`config.mk`:
```
export PLATFORM = sky130hd
export DESIGN_NAME = gpio_pattern_gen
export DESIGN_NICKNAME = d
export VERILOG_FILES = /design/src/rtl/gpio_pattern_gen.sv
export SDC_FILE = /design/constraint.sdc
export NUM_CORES = 1
export LEC_CHECK = 0
export ABC_AREA = 1
export ABC_CLOCK_PERIOD_IN_PS = 2400
export CELL_PAD_IN_SITES_DETAIL_PLACEMENT = 0
export CELL_PAD_IN_SITES_GLOBAL_PLACEMENT = 2
export CORE_MARGIN = 1
export CORE_UTILIZATION = 25
export DETAILED_ROUTE_END_ITERATION = 8
export PLACE_DENSITY = 0.88
export SLEW_MARGIN = 20
export SYNTH_ARGS = -nofsm -noshare
export SYNTH_HDL_FRONTEND = slang
export SYNTH_SLANG_ARGS = --single-unit
```
`constraint.sdc`:
```
create_clock -name clock -period 2.4 [get_ports clock]
set_input_delay 0.24 -clock clock [delete_from_list [all_inputs] [get_ports clock]]
set_output_delay 0.24 -clock clock [all_outputs]
set_load 0.005 [all_outputs]
```
`src/rtl/gpio_pattern_gen.sv`:
```
// gpio_pattern_gen
//   Bring-up / self-test stimulus generator for the GPIO_Board display/IO block.
//   One pattern register (pat) and a 0..6 phase counter advance together on every
//   tick. A tick comes from the prescaler while running, or from a rising edge
//   of step while paused. All outputs are pure decode of registered state.
//
// Ports
//   clock       in   board clock, all state on rising edge
//   reset_n     in   asynchronous active-low reset
//   mode        in   2  pattern mode: 0 count, 1 walking one, 2 checkerboard, 3 LFSR
//   run         in   1 = free-run on prescaler, 0 = paused
//   step        in   rising edge gives one tick while paused
//   regs        out  NUM_REGS channels, channel i at [i*REG_WIDTH +: REG_WIDTH]
//   hex_seg     out  NUM_DIGITS 7-seg digits, digit d at [d*7 +: 7], active high
//   hex_dp      out  decimal points, active high
//   tick_out    out  one-cycle pulse, high in the cycle pat shows its new value
//   tick_count  out  ticks since reset, wraps

module gpio_pattern_gen #(
   parameter int                   REG_WIDTH  = 16,
   parameter int                   NUM_REGS   = 8,
   parameter int                   NUM_DIGITS = 8,
   parameter int                   PRESCALE   = 2**24,
   parameter int                   PRESC_W    = 25,
   parameter logic [REG_WIDTH-1:0] LFSR_TAPS  = 16'hB400,
   parameter int                   TICK_W     = 32
) (
   input  logic                            clock,
   input  logic                            reset_n,
   input  logic [1:0]                      mode,
   input  logic                            run,
   input  logic                            step,
   output logic [NUM_REGS*REG_WIDTH-1:0]   regs,
   output logic [NUM_DIGITS*7-1:0]         hex_seg,
   output logic [NUM_DIGITS-1:0]           hex_dp,
   output logic                            tick_out,
   output logic [TICK_W-1:0]               tick_count
);

   // Checkerboard base pattern: 01 repeated across the register.
   localparam logic [REG_WIDTH-1:0] PAT_A      = {(REG_WIDTH/2){2'b01}};
   localparam logic [REG_WIDTH-1:0] PAT_ONE    = REG_WIDTH'(1);
   localparam logic [PRESC_W-1:0]   PRESC_LAST = PRESC_W'(PRESCALE - 1);

   logic [REG_WIDTH-1:0] pat;
   logic [REG_WIDTH-1:0] pat_next;
   logic [PRESC_W-1:0]   presc;
   logic [2:0]           phase;
   logic                 step_q;
   logic                 run_tick;
   logic                 step_tick;
   logic                 tick;
   logic                 pat_onehot;

   assign run_tick  = run & (presc == PRESC_LAST);
   // step is only honoured while paused so a running engine never gets extra ticks.
   assign step_tick = ~run & step & ~step_q;
   assign tick      = run_tick | step_tick;

   assign pat_onehot = (pat != '0) && ((pat & (pat - PAT_ONE)) == '0);

   always_comb begin
      pat_next = pat;
      case (mode)
         2'd0: pat_next = pat + PAT_ONE;
         2'd1: begin
            if (pat_onehot)
               pat_next = {pat[REG_WIDTH-2:0], pat[REG_WIDTH-1]};
            else
               pat_next = PAT_ONE;
         end
         2'd2: pat_next = (pat == PAT_A) ? ~PAT_A : PAT_A;
         default: begin
            // Zero is the LFSR lock-up state; reseed instead of stepping.
            if (pat == '0)
               pat_next = PAT_ONE;
            else
               pat_next = (pat >> 1) ^ (pat[0] ? LFSR_TAPS : '0);
         end
      endcase
   end

   always_ff @(posedge clock or negedge reset_n) begin
      if (!reset_n) begin
         pat        <= PAT_ONE;
         presc      <= '0;
         phase      <= '0;
         step_q     <= 1'b0;
         tick_out   <= 1'b0;
         tick_count <= '0;
      end else begin
         step_q   <= step;
         tick_out <= tick;
         if (run)
            presc <= (presc == PRESC_LAST) ? '0 : presc + PRESC_W'(1);
         if (tick) begin
            pat        <= pat_next;
            phase      <= (phase == 3'd6) ? 3'd0 : phase + 3'd1;
            tick_count <= tick_count + TICK_W'(1);
         end
      end
   end

   // Channel i is pat rotated left by (i mod REG_WIDTH), odd channels inverted.
   for (genvar i = 0; i < NUM_REGS; i++) begin : g_ch
      localparam int K = i % REG_WIDTH;
      logic [REG_WIDTH-1:0] rot;
      if (K == 0) begin : g_norot
         assign rot = pat;
      end else begin : g_rot
         assign rot = {pat[REG_WIDTH-1-K:0], pat[REG_WIDTH-1:REG_WIDTH-K]};
      end
      if ((i % 2) == 1) begin : g_inv
         assign regs[i*REG_WIDTH +: REG_WIDTH] = ~rot;
      end else begin : g_pass
         assign regs[i*REG_WIDTH +: REG_WIDTH] = rot;
      end
   end

   // Digit d lights the single segment (phase + d) mod 7, so the lit segment
   // chases around the display as phase advances.
   for (genvar d = 0; d < NUM_DIGITS; d++) begin : g_dig
      localparam logic [3:0] DOFF = 4'(d % 7);
      localparam logic       DPAR = 1'(d % 2);
      logic [3:0] seg_sum;
      logic [3:0] seg_idx;
      assign seg_sum = {1'b0, phase} + DOFF;
      assign seg_idx = (seg_sum >= 4'd7) ? seg_sum - 4'd7 : seg_sum;
      assign hex_seg[d*7 +: 7] = 7'b0000001 << seg_idx;
      assign hex_dp[d]         = phase[0] ^ DPAR;
   end

endmodule
```
# After elaboration in Yosys (flattened, before gate mapping)
# Cells that the tools add are included.
[op_classes]
add_sub_neg = 18
n_lt_le_gt_ge = 7
n_eq_ne = 5
shift = 7
mux = 14
bitwise = 13
reduce_logical = 5
[ops]
columns = ["op", "count"]
rows = [
  ["$mux W16", 4],
  ["$not A16 Y16", 4],
  ["$shl A1 B4 Y7 const A", 7],
  ["$pmux W16 S3", 1],
  ["$add A32 B1 Y32 const B", 1],
  ["$logic_not A16 Y1", 2],
  ["$mux W4", 7],
  ["$add A25 B1 Y25 const B", 1],
  ["$eq A25 B24 Y1 const B", 1],
  ["$mux W25", 1],
  ["$ge A4 B3 Y1 const B", 6],
  ["$sub A4 B3 Y4 const B", 6],
  ["$add A16 B1 Y16 const B", 1],
  ["$and A16 B16 Y16", 1],
  ["$eq A16 B15 Y1 const B", 1],
  ["$reduce_bool A16 Y1", 1],
  ["$sub A16 B1 Y16 const B", 1],
  ["$xor A15 B16 Y16", 1],
  ["$add A3 B3 Y4 const B", 3],
  ["$add A3 B2 Y4 const B", 2],
  ["$add A3 B1 Y4 const B", 1],
  ["$sub A3 B3 Y4 const B", 1],
  ["$add A3 B1 Y3 const B", 1],
  ["$and A1 B1 Y1", 3],
  ["other kinds (9)", 11],
]
[totals]
reg_bits = 78
in_bits = 6
out_inout_bits = 225
wordCells = 75

# Logic depth before layout (Yosys ltp)
# Gate-level depths: netlist of run 1.
[depth]
ltp_word = 6
ltp_mapped = 16
ltp_nobuf = 14

# Worst setup path after synthesis of run 1
# Ideal clock, no wire load.
[synth_timing]
kind = "register to output"
start = "register phase[1]"
end = "output port hex_seg[15]"
t_arrival_ns = 2.016
t_required_ns = 2.160
setup_slack_ns = 0.144
stages_incl_launch_ff = 9
path_buffers = 0
path_cell_list = "dfrtp_1 inv_1 ha_1 inv_1 fa_1 nand2_1 o21ai_0 or2_2 nor2_1"
[synth_between]
elab_chain_cells = 4
word_cells_on_any_way = 5
cone_classes = "add/sub: 2; order compare: 1; shift: 1; mux: 1"
[synth_lines]
columns = ["element", "line", "rtl"]
rows = [
  ["from (decl)", "48", "logic [2:0] phase;"],
  ["from (signal assigned)", "98", "phase <= (phase == 3'd6) ? 3'd0 : phase + 3'd1;"],
  ["$add A3 B2 Y4 (*)", "127", "assign seg_sum = {1'b0, phase} + DOFF;"],
  ["$sub A4 B3 Y4 / $ge A4 B3 Y1 (equally long branches)", "128", "assign seg_idx = (seg_sum >= 4'd7) ? seg_sum - 4'd7 : seg_sum;"],
  ["$mux W4 (*)", "128", ""],
  ["$shl A1 B4 Y7 (*)", "129", "assign hex_seg[d*7 +: 7] = 7'b0000001 << seg_idx;"],
  ["to (decl)", "34", "output logic [NUM_DIGITS*7-1:0] hex_seg,"],
]
# Mark *: on every way between the ends. The rest lies on a longest branch, timed or not.

# Final worst setup path of run 1
[layout_timing]
start = "register phase[1]"
end = "output port hex_seg[19]"
# The elaborated chain is that of the path after synthesis.

==> results of run 1 <==
## sequential cells by signal (all words and copies together) (netlist names)
register    flops
step_q          1
phase           3
presc          25
tick_out        1
g_ch.rot       16
tick_count     32
## worst register-to-register path: cells and delay by family, from the launching register on
kind,cells,cell delay (ns)
AOI/OAI and AO/OA,2,0.23
and+or+nand+nor,9,1.01
DFF,1,0.61
adders and majority gates,1,0.22
## Yosys cell counts (10+ instances only)
| master | number |
|---|---|
| nand3_2 | 11 |
| xor2_1 | 38 |
| nand4_1 | 33 |
| nand3_1 | 34 |
| nor2_2 | 13 |
| nor2_1 | 136 |
| inv_1 | 120 |
| ha_1 | 20 |
| xnor2_1 | 10 |
| dfrtp_1 | 77 |
| buf_4 | 120 |
| nand2_1 | 273 |
| a21oi_1 | 35 |
| o21ai_0 | 41 |
| nor3_1 | 33 |
## cell usage in the layout, fill, tap and decap left out, types with 7 or more instances in the layout
master,synthesis,routed
nand2_1,273,257
clkdlybuf4s50_1,0,173
nor2_1,136,118
inv_1,120,112
buf_4,120,77
dfrtp_1,77,76
xor2_1,38,35
nand3_1,34,34
o21ai_0,41,33
a21oi_1,35,33
nand4_1,33,33
nor2_2,13,28
nor3_1,33,27
nand2_2,8,19
buf_2,5,17
clkbuf_2,0,15
dlygate4sd2_1,0,14
inv_2,7,13
nand3_2,11,11
dlymetal6s2s_1,0,10
buf_6,7,10
nor4_1,9,9
clkbuf_16,0,9
xnor2_1,10,8
ha_1,20,8
nor3_2,1,7
## power by group
part,switching (uW),internal [uW],leakage (uW),total [uW]
logic,3350,3480,0.00391,6830
registers,422,1560,0.000933,1980
clock network,623,920,0.000150,1540
## per-stage QoR
stage	power [uW]	TNS, ns	instance area (um2)	cells	setup slack, ns
detailed placement	7660	-0.730	9420	1600	-0.104
global route	11200	-2.70	10200	1647	-0.257
CTS	9600	-3.66	9970	1632	-0.256
global placement	7630	-0.153	9420	1600	-0.0640
finish	10300	-1.13	10200	1647	-0.192
floorplan	4970	0	7170	1065	0.144
## cell type report
type | count | area, um2 | share of cell area [%]
Clock buffer | 10 | 229 | 2.24
Clock inverter | 6 | 92.6 | 0.904
Inverter | 127 | 482 | 4.70
Multi-Input combinational cell | 723 | 4020 | 39.2
Sequential cell | 78 | 1950 | 19.1
Tap cell | 378 | 473 | 4.62
Timing Repair Buffer | 325 | 2990 | 29.2
## logic make-up (layout without fill, tap and decap cells)
| family | count (synthesis) | in the layout |
|---|---|---|
| buffers and inverters | 264 | 468 |
| flip-flops | 78 | 78 |
| adder cells (fa/ha/maj) | 21 | 21 |
| AND/OR/NAND/NOR | 567 | 567 |
| AO/OA/AOI/OAI | 87 | 87 |
| XOR/XNOR | 48 | 48 |
## metal layers
metal  routed length (um)  track usage (%)
met5                    0                0
met4                  283             4.81
met3                  792             1.54
met2                10600             25.5
met1                10900             19.8
## worst paths after layout
kind                                    to           start  slack (ns)  cells after the start
max in group asynchronous         phase[2]         reset_n        1.36                      3
min in group clock                  step_q            step        0.37                      1
hold reg to reg                   presc[1]        presc[1]        0.51                      2
setup reg to reg           g_ch[0].rot[10]  g_ch[0].rot[0]        0.23                     12
setup / recovery               hex_seg[19]        phase[1]       -0.19                     10
hold / removal                   presc[22]         reset_n        0.37                      2
## timing repair
item / CTS / global route
buffers inserted: 15 / 15
endpoints found under the setup margin: 56 / 49
hold buffers: 1 / 0
pin swaps: 11 / 19
hold endpoints to repair: 29 / 0
gates resized for setup: 110 / 144
==> flow_summary.ini, run 1 <==
[clocking]
clock_path_buffers = 2
cts-root-buf = clkbuf_16
cts_sinks = 78
insertion_delay_ns = 0.35
cts_tree = done
cts_made_buffers = 9
cts.clk_slew.worst_paths_ns = 0.07
h-tree-depth = 3

[floorplan]
start_util_pct = 25.6
core_area_mm2 = 0.0280
placementRows = 61
fp.dieW_um = 171
dieHeight_um = 171
die_area_mm2 = 0.0294
io_pins = 231

[power]
p_per_area_mw_per_mm2 = 1010
peakVddDrop_v = 0.000337
p_leak_uw = 0.00500

[layout]
diodes = 0
final_net_count = 1291
syn2layout_area_growth_pct = 42.8
fillers = 3029
postLayoutCoreUtil_pct = 36.6
drive_gt1_share_pct = 21.4

[routing]
drt_iter0_drc = 275
first_pass_iters = 5
avgRoutedWirePerCell_um = 13.7
routed_wl_um = 22600
vias = 7172
avgViaCountPerCell = 4.35
drtAntennaViolNets = 0
drc = 0

[logic_synthesis]
ys_ff_latch = 78
async_reset_ff_share_pct = 100
netlist_instances = 1065
seq_area_frac_synth_pct = 27.2
synth_flop_cell = dfrtp_1
synthMuxAreaShare_pct = 0
yosys.area_share.adder_pct = 3.77
synth_top_area_cell = dfrtp_1
syn_area_per_cell_um2 = 6.73
synth_compound_area_share_pct = 6.44
syn-cell-area_mm2 = 0.00717
syn-num-nets = 1092
synth_xor_area_share_pct = 5.86
synth_area_leaders = dfrtp_1 27%, nand2_1 14%, buf_4 13%, nor2_1 7.1%, inv_1 6.3%
synth_edf_count = 0
ys_warn_count = 0
synth_top_family_by_area = simple AND/OR/NAND/NOR gates
synth_simple_gate_area_share_pct = 35.1
synth_top_area_share_pct = 26.9
yosysUniqueCellTypes = 42

[grt]
groute.usage.overall_pct = 15.0
grt_pass1_wl_um = 34600
antenna_found_initial = 0
grt_max_degree = 50
grt_pass1_vias = 6654
overflow = 0

[critical_path]
cp_slowest_cell = fa_2
endpoint_kind = output pin
critPathArrivalTime_ns = 2.35
crit_path_start_kind = flop
crit_fanout = 5
slowest_delay_ns = 0.41
critical_path_buf_inv_count = 6
critPathMostFrequentCell = buf_6
path_cells = inv_2, buf_8, buf_6, buf_6, fa_2, buf_6, xor2_4, or2_4, nor2_2, buf_2
path_class = flop to output pin
worstPathRequired_ns = 2.16
cp_top_family = buffers and inverters

[placement]
globalplace.congestion = 0.833
portBuffers = 230
hpwlAfterDp_um = 17000

[sta]
setup_viol = 13
drv_slew = 0
layout_min_cycle_time_ns = 2.59
rsz0062_at_grt = true
skew_ns = 0.00700
min_period_over_period_pct = 108
tightestPinTransition_ns = 0.557
finalWorstSetupSlack_ns = -0.192
whs_ns = 0.367
clock.fmax_mhz = 386
final-hold-violation-count = 0
relSlewSlack_pct = 62.5

[status]
status = finished with violations
violations = setup timing

[worst_hold_path]
hold_path.class = input pin to async pin

[run]
drv_cap = 0
Note: power is estimated with default switching activity, not from simulation.
==> inputs of run 2 (changes only) <==
--- a/config.mk
+++ b/config.mk
@@ -9,6 +9,7 @@
 export ABC_CLOCK_PERIOD_IN_PS = 2400
 export CELL_PAD_IN_SITES_DETAIL_PLACEMENT = 0
 export CELL_PAD_IN_SITES_GLOBAL_PLACEMENT = 2
+export CORE_ASPECT_RATIO = 1.2
 export CORE_MARGIN = 1
 export CORE_UTILIZATION = 25
 export DETAILED_ROUTE_END_ITERATION = 8
@@ -17,3 +18,4 @@
 export SYNTH_ARGS = -nofsm -noshare
 export SYNTH_HDL_FRONTEND = slang
 export SYNTH_SLANG_ARGS = --single-unit
+export TNS_END_PERCENT = 100
==> run 2 against run 1 <==
Effect of this change:
- the run still ends with setup timing left
- hold slack better by 0.0037 ns
- critical path depth is 1 lower
- die area hardly changed
- total power is 0.58% lower
- combinational power hardly changed
- sequential share of layout area hardly changed
- sequential power hardly changed
- cell count is 0.49% lower
- critical path type unchanged
- highest routed layer is now met5
==> flow_summary.ini, run 2 (same netlist as run 1, synthesis figures left out) <==
[layout]
fillers = 3020
layout_commonest_cell = nand2_1
drive_gt1_share_pct = 23.4
syn2layout_area_growth_pct = 42.9
fin_cells = 1639
regMostFlops = tick_count
largest_reg_flops = 32
stdcell_area_mm2 = 0.0102
diodes = 0
final_cell_mix = 252 x nand2_1, 173 x clkdlybuf4s50_1, 116 x nor2_1
final_net_count = 1282
postLayoutCoreUtil_pct = 36.5

[critical_path]
crit_path_start_kind = flop
slowest_delay_ns = 0.42
critPathArrivalTime_ns = 2.17
path_class = flop to output pin
worstPathRequired_ns = 2.16
path_cells = buf_6, ha_2, inv_2, ha_4, nand2_4, xor2_4, or2_4, nor2_2, clkdlybuf4s15_2
cp_slowest_cell = dfrtp_1
endpoint_kind = output pin
crit_fanout = 4

[placement]
dpl_cell_area_mm2 = 0.00939
portBuffers = 230
globalplace.congestion = 0.821
place_inst = 1597
dp_slack_ns = -0.121
hpwlAfterDp_um = 17400

[grt]
grt_pass1_vias = 6758
grt_pass1_wl_um = 35800
groute.usage.overall_pct = 15.3
overflow = 0
antenna_found_initial = 1
grt_max_degree = 45

[floorplan]
fp.dieW_um = 157
start_util_pct = 25.5
io_pins = 231
core_area_mm2 = 0.0281
dieHeight_um = 188
placementRows = 67
die_area_mm2 = 0.0294

[power]
pwr-share-clk_pct = 14.9
combPwrFrac_pct = 66.2
p_leak_uw = 0.00484
switching_power_uw = 4450
swShare_pct = 43.3
p_int_uw = 5840
p_seq_share_pct = 18.9
p_per_area_mw_per_mm2 = 1000
peakVddDrop_v = 0.000466

[status]
status = finished with violations
violations = setup timing

[clocking]
clock_path_buffers = 2
cts_sinks = 78
h-tree-depth = 3
cts-root-buf = clkbuf_16
cts_made_buffers = 9
cts_tree = done
cts.clk_slew.worst_paths_ns = 0.06
insertion_delay_ns = 0.35

[sta]
clock.fmax_mhz = 415
drv_slew = 0
skew_ns = 0.00739
rsz0062_at_grt = true
relSlewSlack_pct = 63.6
setup_viol = 1
layout_min_cycle_time_ns = 2.41
tightestPinTransition_ns = 0.541
setup_tns_ns = -0.00942
final-hold-violation-count = 0
finalWorstSetupSlack_ns = -0.00942
min_period_over_period_pct = 100

[run]
drv_cap = 0

[routing]
vias = 7211
avgViaCountPerCell = 4.40
drt_iter0_drc = 267
routed_wl_um = 22800
avgRoutedWirePerCell_um = 13.9
drtAntennaViolNets = 0
drc = 0
first_pass_iters = 4

[worst_hold_path]
hold_path.class = input pin to flop
==> run 2: cell count changes in the layout (fill, tap and decap cells not counted), sizes merged <==
| cell | change |
|---|---|
| clkbuf | +10 |
| buf | -9 |
| dlymetal6s2s | -8 |
| dlygate4sd2 | -7 |
| clkdlybuf4s15 | +4 |
| clkinv | +4 |
| clkinvlp | -2 |
| inv | -1 |
==> run 2: worst max-delay path, delay by kind of cell (launching register included) <==
kind	cells	cell delay (ns)
adders and majority gates	2	0.34
buffers and inverters	3	0.43
DFF	1	0.42
and+or+nand+nor	3	0.44
xor gates and xnor gates	1	0.20
==> run 2: through the flow <==
stage | hold slack [ns] | power [uW]
floorplan | -0.0556 | 4970
global placement | 0.271 | 7600
detailed placement | 0.271 | 7640
CTS | 0.356 | 9530
global route | 0.372 | 11100
finish | 0.371 | 10300
==> run 2: power groups by stage <==
stage	clock network, uW	registers, uW	logic, uW
2_1_floorplan	0	1870	3100
3_3_place_gp	0	1960	5640
3_5_place_dp	0	1970	5670
4_1_cts	1580	1950	6000
5_1_grt	1630	2000	7460
6_report	1530	1950	6810
==> run 2: layer usage <==
metal | share of wire, % | GRT usage, % | wire [um]
met5 | 0.075 | 0 | 17
met4 | 1.5 | 4.83 | 342
met3 | 4.2 | 1.62 | 962
met2 | 51 | 27.2 | 11600
met1 | 43 | 19.2 | 9850
==> run 2: area by class of cell <==
| type | count | area (um2) | area share, % |
|---|---|---|---|
| Timing Repair Buffer | 316 | 2850 | 27.8 |
| Clock buffer | 9 | 225 | 2.20 |
| Sequential cell | 78 | 1950 | 19.1 |
| Multi-Input combinational cell | 723 | 4160 | 40.6 |
| Inverter | 127 | 489 | 4.77 |
| Tap cell | 379 | 474 | 4.63 |
| Clock inverter | 7 | 96.3 | 0.940 |
==> run 2: repair_timing <==
| action | in CTS | in global routing |
|---|---|---|
| hold buffers | 1 | 0 |
| gates resized for setup | 162 | 158 |
| hold endpoints to repair | 36 | 0 |
| endpoints found under the setup margin | 56 | 50 |
| buffers inserted | 14 | 12 |
| pin swaps | 25 | 35 |
==> run 2: final timing paths <==
kind,from,end,slack (ns),cells after the start
setup / recovery,phase[2],hex_seg[25],-0.009,9
hold / removal,step,step_q,0.37,1
setup reg to reg,g_ch[0].rot[0],g_ch[0].rot[2],0.27,12
hold reg to reg,presc[24],presc[24],0.52,2
max in group asynchronous,reset_n,g_ch[0].rot[0],1.30,3
min in group asynchronous,reset_n,tick_count[20],0.42,2
